`config.mk`:
```
export PLATFORM = sky130hd
export DESIGN_NAME = movavg_inv
export DESIGN_NICKNAME = d
export VERILOG_FILES = /design/src/rtl/movavg_inv.sv
export SDC_FILE = /design/constraint.sdc
export NUM_CORES = 1
export LEC_CHECK = 0
export BUFFER_PORTS_ARGS = -buffer_cell sky130_fd_sc_hd__buf_2
export CELL_PAD_IN_SITES_DETAIL_PLACEMENT = 1
export CELL_PAD_IN_SITES_GLOBAL_PLACEMENT = 1
export CORE_MARGIN = 2
export CORE_UTILIZATION = 41
export DETAILED_ROUTE_END_ITERATION = 7
export PLACE_DENSITY_LB_ADDON = 0.1
export RECOVER_POWER = 100
export SYNTH_ARGS = -nofsm -noshare
export SYNTH_HDL_FRONTEND = slang
export SYNTH_SLANG_ARGS = --single-unit
export TNS_END_PERCENT = 10
```
`constraint.sdc`:
```
create_clock -name clk -period 15.6 [get_ports clk]
set_clock_uncertainty 0.15 [all_clocks]
set_input_delay 1.56 -clock clk [delete_from_list [all_inputs] [get_ports clk]]
set_output_delay 1.56 -clock clk [all_outputs]
set_load 0.1 [all_outputs]
```
`src/rtl/movavg_inv.sv`:
```
// Inverse of a 4-tap moving-sum filter: recovers x[n] from y[n] = x[n]+x[n-1]+x[n-2]+x[n-3].
// Single-entry output register with valid/ready handshake on both sides.
module movavg_inv #(
    parameter int WL = 64
) (
    input  logic          clk,
    input  logic          reset,
    input  logic          clr,
    input  logic [WL-1:0] din,
    input  logic          din_valid,
    output logic          din_ready,
    output logic [WL-1:0] dout,
    output logic          dout_valid,
    input  logic          dout_ready,
    output logic [15:0]   sample_cnt
);

    typedef enum logic {
        EMPTY = 1'b0,
        FULL  = 1'b1
    } state_t;

    state_t        state_q, state_d;
    logic [WL-1:0] dout_q, dout_d;
    logic [WL-1:0] yprev_q, yprev_d;
    logic [WL-1:0] xh1_q, xh1_d;
    logic [WL-1:0] xh2_q, xh2_d;
    logic [WL-1:0] xh3_q, xh3_d;
    logic [WL-1:0] xh4_q, xh4_d;
    logic [15:0]   cnt_q, cnt_d;

    logic          accept;
    logic          out_xfer;
    logic [WL-1:0] x_n;

    assign dout_valid = (state_q == FULL);
    assign din_ready  = !clr && (!dout_valid || dout_ready);
    assign accept     = din_valid && din_ready;
    assign out_xfer   = dout_valid && dout_ready;
    assign dout       = dout_q;
    assign sample_cnt = cnt_q;

    // y[n] - y[n-1] = x[n] - x[n-4]; all terms wrap modulo 2^WL.
    assign x_n = din - yprev_q + xh4_q;

    // NOTE: every next-state signal is given its hold value before any branch,
    // so no path leaves a variable unassigned and no latch is inferred.
    always_comb begin
        state_d = state_q;
        dout_d  = dout_q;
        yprev_d = yprev_q;
        xh1_d   = xh1_q;
        xh2_d   = xh2_q;
        xh3_d   = xh3_q;
        xh4_d   = xh4_q;
        cnt_d   = cnt_q;

        if (clr) begin
            state_d = EMPTY;
            yprev_d = '0;
            xh1_d   = '0;
            xh2_d   = '0;
            xh3_d   = '0;
            xh4_d   = '0;
            cnt_d   = '0;
        end else begin
            if (out_xfer) begin
                cnt_d = cnt_q + 16'd1;
            end

            unique case (state_q)
                EMPTY: begin
                    if (accept) state_d = FULL;
                end
                FULL: begin
                    if (out_xfer && !accept) state_d = EMPTY;
                end
                default: state_d = EMPTY;
            endcase

            // Filter history advances only on an accepted sample.
            if (accept) begin
                dout_d  = x_n;
                yprev_d = din;
                xh1_d   = x_n;
                xh2_d   = xh1_q;
                xh3_d   = xh2_q;
                xh4_d   = xh3_q;
            end
        end
    end

    // NOTE: state registers use non-blocking assignments so every register
    // samples the pre-edge values regardless of statement order.
    always_ff @(posedge clk or posedge reset) begin
        if (reset) begin
            state_q <= EMPTY;
            dout_q  <= '0;
            yprev_q <= '0;
            xh1_q   <= '0;
            xh2_q   <= '0;
            xh3_q   <= '0;
            xh4_q   <= '0;
            cnt_q   <= '0;
        end else begin
            state_q <= state_d;
            dout_q  <= dout_d;
            yprev_q <= yprev_d;
            xh1_q   <= xh1_d;
            xh2_q   <= xh2_d;
            xh3_q   <= xh3_d;
            xh4_q   <= xh4_d;
            cnt_q   <= cnt_d;
        end
    end

endmodule

```
== Word-level counts from Yosys, hierarchy flattened ==
Index checks and enable logic that the tools add are counted.

* Flip-flop bits (word level): 401
* Word-level logic and storage cells: 40

* Add/sub/neg operators: 3
* Muxes and demuxes: 16
* Bitwise logic cells: 2
* Reduce and logical (&&, ||, !) cells: 11

{| class="wikitable"
|+ Operators with widths
! operator !! count
|-
| $mux W64 || 10
|-
| $add A64 B64 Y64 || 1
|-
| $sub A64 B64 Y64 || 1
|-
| $mux W16 || 2
|-
| $add A16 B1 Y16 const B || 1
|-
| $logic_and A1 B1 Y1 || 4
|-
| $reduce_bool A2 Y1 || 2
|-
| $logic_not A1 Y1 || 3
|-
| $mux W1 || 3
|-
| $not A1 Y1 || 2
|-
| $pmux W1 S2 || 1
|-
| $reduce_and A2 Y1 || 1
|-
| $logic_or A1 B1 Y1 || 1
|}

== Longest topological paths before layout ==
* Depth after elaboration: 9
* Mapped depth: 16
* Mapped depth without buffers: 16

== Worst setup path after synthesis ==
Ideal clock, no wire load.

* Path kind: input to register
* From: in din[1]
* To: reg dout_q[60], in the netlist dout[60]
* Setup time: 0.120 ns
* Data arrival time: 4.496 ns
* Data required time: 15.330 ns
* Slack: 10.834 ns
* Stages: 13
* Buffers on the path: 0
* Cell sequence: inv_1 fa_1 fa_1 nand2b_1 a21oi_1 o2111ai_1 and3b_1 o21a_2 o31ai_4 a31oi_1 o31a_1 mux2i_1 a21o_1

* Cells in the longest elaborated chain, start to end: 2

{| class="wikitable"
|+ Ends and longest elaborated chain
! item !! line !! source
|-
| start: declaration || 9 || <nowiki>input logic [WL-1:0] din,</nowiki>
|-
| $sub A64 B64 Y64 || 44 || <nowiki>assign x_n = din - yprev_q + xh4_q;</nowiki>
|-
| $add A64 B64 Y64 || 44 ||
|-
| end signal: assignment || 107 || <nowiki>dout_q <= dout_d;</nowiki>
|-
| end: declaration || 24 || <nowiki>logic [WL-1:0] dout_q, dout_d;</nowiki>
|}

No other way between the ends.
A chain may end at the register's enable or synchronous reset.

== Worst setup path in the final report ==
* From: in clr
* To: reg dout_q[29], in the netlist dout[29]

* Cells in the longest elaborated chain, start to end: 4
* Elaborated cells on any way between the ends: 5
* Those cells by class: bitwise (1); reduce/logical (4)

{| class="wikitable"
|+ Ends and longest elaborated chain
! item !! line !! source
|-
| start: declaration || 8 || <nowiki>input logic clr,</nowiki>
|-
| $logic_not A1 Y1 || 37 || <nowiki>assign din_ready = !clr && (!dout_valid || dout_ready);</nowiki>
|-
| $logic_and A1 B1 Y1 || 37 ||
|-
| $logic_and A1 B1 Y1 || 38 || <nowiki>assign accept = din_valid && din_ready;</nowiki>
|-
| $reduce_and A2 Y1 (no line) (*) || n/a ||
|}

Mark *: on every way between the ends. The rest lies on a longest branch, timed or not.

==> summary.md <==
| Metric | Value |
|---|---|
| PostCTS Resize Cnt | 0 |
| Number of setup buffers added after CTS | 0 |
| CTS Hold Buffers Added | 0 |
| Area Growth Syn to Fin | 11.7% |
| GRT busiest layer | met2 |
| Final GP Congestion | 0.814 |
| Tcrit/Tclk final | 57.8% |
| Initial drt markers | 832 |
| Die width | 233 um |
| Peak per-stage delay on the critical path | 2.97 ns |
| CTS tree | done |
| Post-synthesis simple-gate area fraction | 21.5% |
| Grt met3 use | 2.70% |
| Cts bufs inserted | 47 |
| Nets | 2656 |
| CP arrival | 9.34 ns |
| Initial Utilization | 41.7% |
| Dominant synthesized flop cell | dfrtp_1 |
| GR Util met2 | 35.4% |
| P_leak | 12.3 nW |
| Psw | 1.40 mW |
| Adder-cell share of the synthesized area | 9.63% |
| Design area | 24000 um^2 |
| DP Worst Slack | 10.05 ns |
| Final hold viol count | 0 |
| Number of max-cap violations | 6 |
| CTS max path bufs | 3 |
| Internal Power | 2.05 mW |
| Critical path type | in -> reg |
| Die H | 233 um |
| PnR Total Power | 3.44 mW |
| Slew @ Worst Pin | 5.73 ns |
| Post-Syn Area | 21500 um^2 |
| Worst path cell trace | clkbuf_1 > nor2_1 > and2_0 > clkbuf_1 > nand3_1 > nand2_1 |
| Xor/xnor share of the synthesized area | 2.89% |
| Core box area | 51600 um^2 |
| Met1 usage | 29.1% |
| Top Ports | 151 |
| Die ar. | 54400 um^2 |
| Main combinational cell family by area after synthesis | simple AND/OR/NAND/NOR gates |
| Worst path required time | 15.93 ns |
| Count leader, synth | nand2_1 |
| Ant. Diodes | 0 |
| Vias/cell | 5.20 |
| Mapped Nets | 2588 |
| Slowest CP cell | clkbuf_1 |
| First-pass GRT wire length | 93100 um |
| Minimum hold slack | 0.308 ns |
| Pin count of the biggest net entering global routing | 194 |
| Gr usage total | 21.2% |
| Worst Path Max Fanout | 106 |
| DRT Wirelength | 56600 um |
| Max_slew headroom | -284% |
| Pwr Density | 143 nW/um^2 |
| Final instance count without filler cells | 3171 |
| Reg power frac | 36.3% |
| Worst path most repeated cell | clkbuf_1 |
| CP endpoint kind | register |
| Overflow after GRT | 0 |
| Logic pwr share | 32.5% |
| Peak VDD IR | 96.3 uV |
| Post-route DRC | 0 |
| Most frequent cells after synthesis | nand2_1, dfrtp_1, inv_1 |
| Yosys top cell area share | 46.6% |
| Failing checks | max-capacitance violations, max-slew violations |
| Post-synthesis mux area share | 0.238% |
| Final core occ | 46.6% |
| Final ANT Viol Nets | 0 |
| Yosys reg bits | 401 |
| Final number of setup-violating endpoints | 0 |
| Fin worst setup slack | 6.59 ns |
| Unique masters post-synth | 65 |
| Max Fclk | 111 MHz |
| Avg Cell Area, Syn | 9.01 um^2 |
| Number of global-route vias before repair | 17500 |
| Clock root cell | clkbuf_16 |
| Vias | 16500 |
| Switching Share | 40.5% |
| Setup Total Neg Slack | 0 ns |
| # rows | 83 |
| Wire length per cell | 17.8 um |
| Inst Count DP | 3090 |
| Area post-placement | 22700 um^2 |
| Fillers | 6021 |
| Clock transition at path regs | 0.06 ns |
| Synth top area cells | dfrtp_1, nand2_1, nand3b_1, fa_1, inv_1 |
| Clock latency on the worst-skew pair | 0.58 ns |
| Worst Hold Class | reg -> reg |
| Layout cells sized above 1 | 6.50% |
| Tmin final | 9.01 ns |
| DP Wirelength | 37800 um |
| Clk sink count | 401 |
| Dominant cell type by area after synthesis | dfrtp_1 |
| H-tree levels | 2 |
| CP startpoint kind | input port |
| Sequential share of the synthesized area | 46.6% |
| Post-Syn Instances | 2391 |
| Initial antenna violation count | 0 |
| Status | finished, violations left |
| 1st-pass router iterations | 5 |
| Synth warn | 0 |
| Post-synth EDFFs | 0 |
| Share of flip-flops with an asynchronous set or reset | 100% |
| Clk pwr share | 31.2% |
| RSZ-0062 raised after global routing | no |
| Max Slew Vio Count | 498 |
| PortBufs | 150 |
| Complex-gate fraction of the synthesized area | 11.9% |
## area by class of cell
type | count | area [um^2] | area share [%]
repair buffers | 162 | 742 | 3.09
multi-input cells | 1578 | 9940 | 41.3
inverters | 269 | 1010 | 4.20
clock buffers | 65 | 1300 | 5.42
well taps | 680 | 851 | 3.54
flip-flops and latches | 401 | 10000 | 41.7
clock inverters | 16 | 168 | 0.697
## sequential cells by signal, summed over array words and instances, names as in the netlist
register and count:
xh3_q 64, sample_cnt 16, dout 64, yprev_q 64, xh4_q 64, dout_valid 1
xh1_q 64, xh2_q 64
## kinds of logic (layout without fill, tap and decap cells)
| logic type | after synthesis | count (layout) |
|---|---|---|
| fa+ha+maj | 128 | 128 |
| mux | 5 | 5 |
| xor+xnor | 71 | 71 |
| simple gates | 970 | 970 |
| buf+inv | 412 | 512 |
| compound gates | 404 | 404 |
| flops | 401 | 401 |
## power by group through the flow
stage / logic, mW / clock network (mW) / registers (mW)
2_1_floorplan: 0.463 / 0 / 1.68
3_3_place_gp: 1.13 / 0 / 1.26
3_5_place_dp: 1.14 / 0 / 1.27
4_1_cts: 1.15 / 1.11 / 1.25
5_1_grt: 1.21 / 1.15 / 1.27
6_report: 1.12 / 1.07 / 1.25
## layer usage
layer	up-vias	wire length [um]
met3	81	1420
met5	-	0
met2	183	27100
li1	7910	-
met1	8300	26800
met4	0	1310
## placed cells by master, fill, tap and decap left out, types with 7 or more instances in the layout
cell type,instances
nand2_1,611
dfrtp_1,401
inv_1,268
nand3b_1,197
o21ai_0,122
clkbuf_1,97
a21oi_1,91
o31ai_1,67
buf_2,67
ha_1,65
fa_1,63
nor2_1,61
a21o_1,58
clkbuf_16,47
xnor2_1,37
xor2_1,34
nand4_1,27
nand3_1,18
o21bai_1,12
and3_1,10
clkinv_2,9
buf_4,9
nor3_1,8
nor2b_1,7
nand2b_1,7
a31oi_1,7
## worst paths after layout
check                           startpoint  cells after the start  slack, ns         to
worst max-delay path                   clr                      6       6.59   dout[29]
worst min-delay path             xh1_q[38]                      2       0.31  xh2_q[38]
worst max register to register  dout_valid                      6       9.20   dout[29]
worst min register to register   xh1_q[38]                      2       0.31  xh2_q[38]
max in group asynchronous            reset                      3       7.41  xh2_q[27]
min in group asynchronous            reset                      2       2.59  xh3_q[58]
## worst max-delay path, delay by kind of cell
kind / cells / cell delay [ns]
and+or+nand+nor: 4 / 3.06
buffers and inverters: 2 / 4.58
Note: power is estimated with default switching activity, not from simulation.
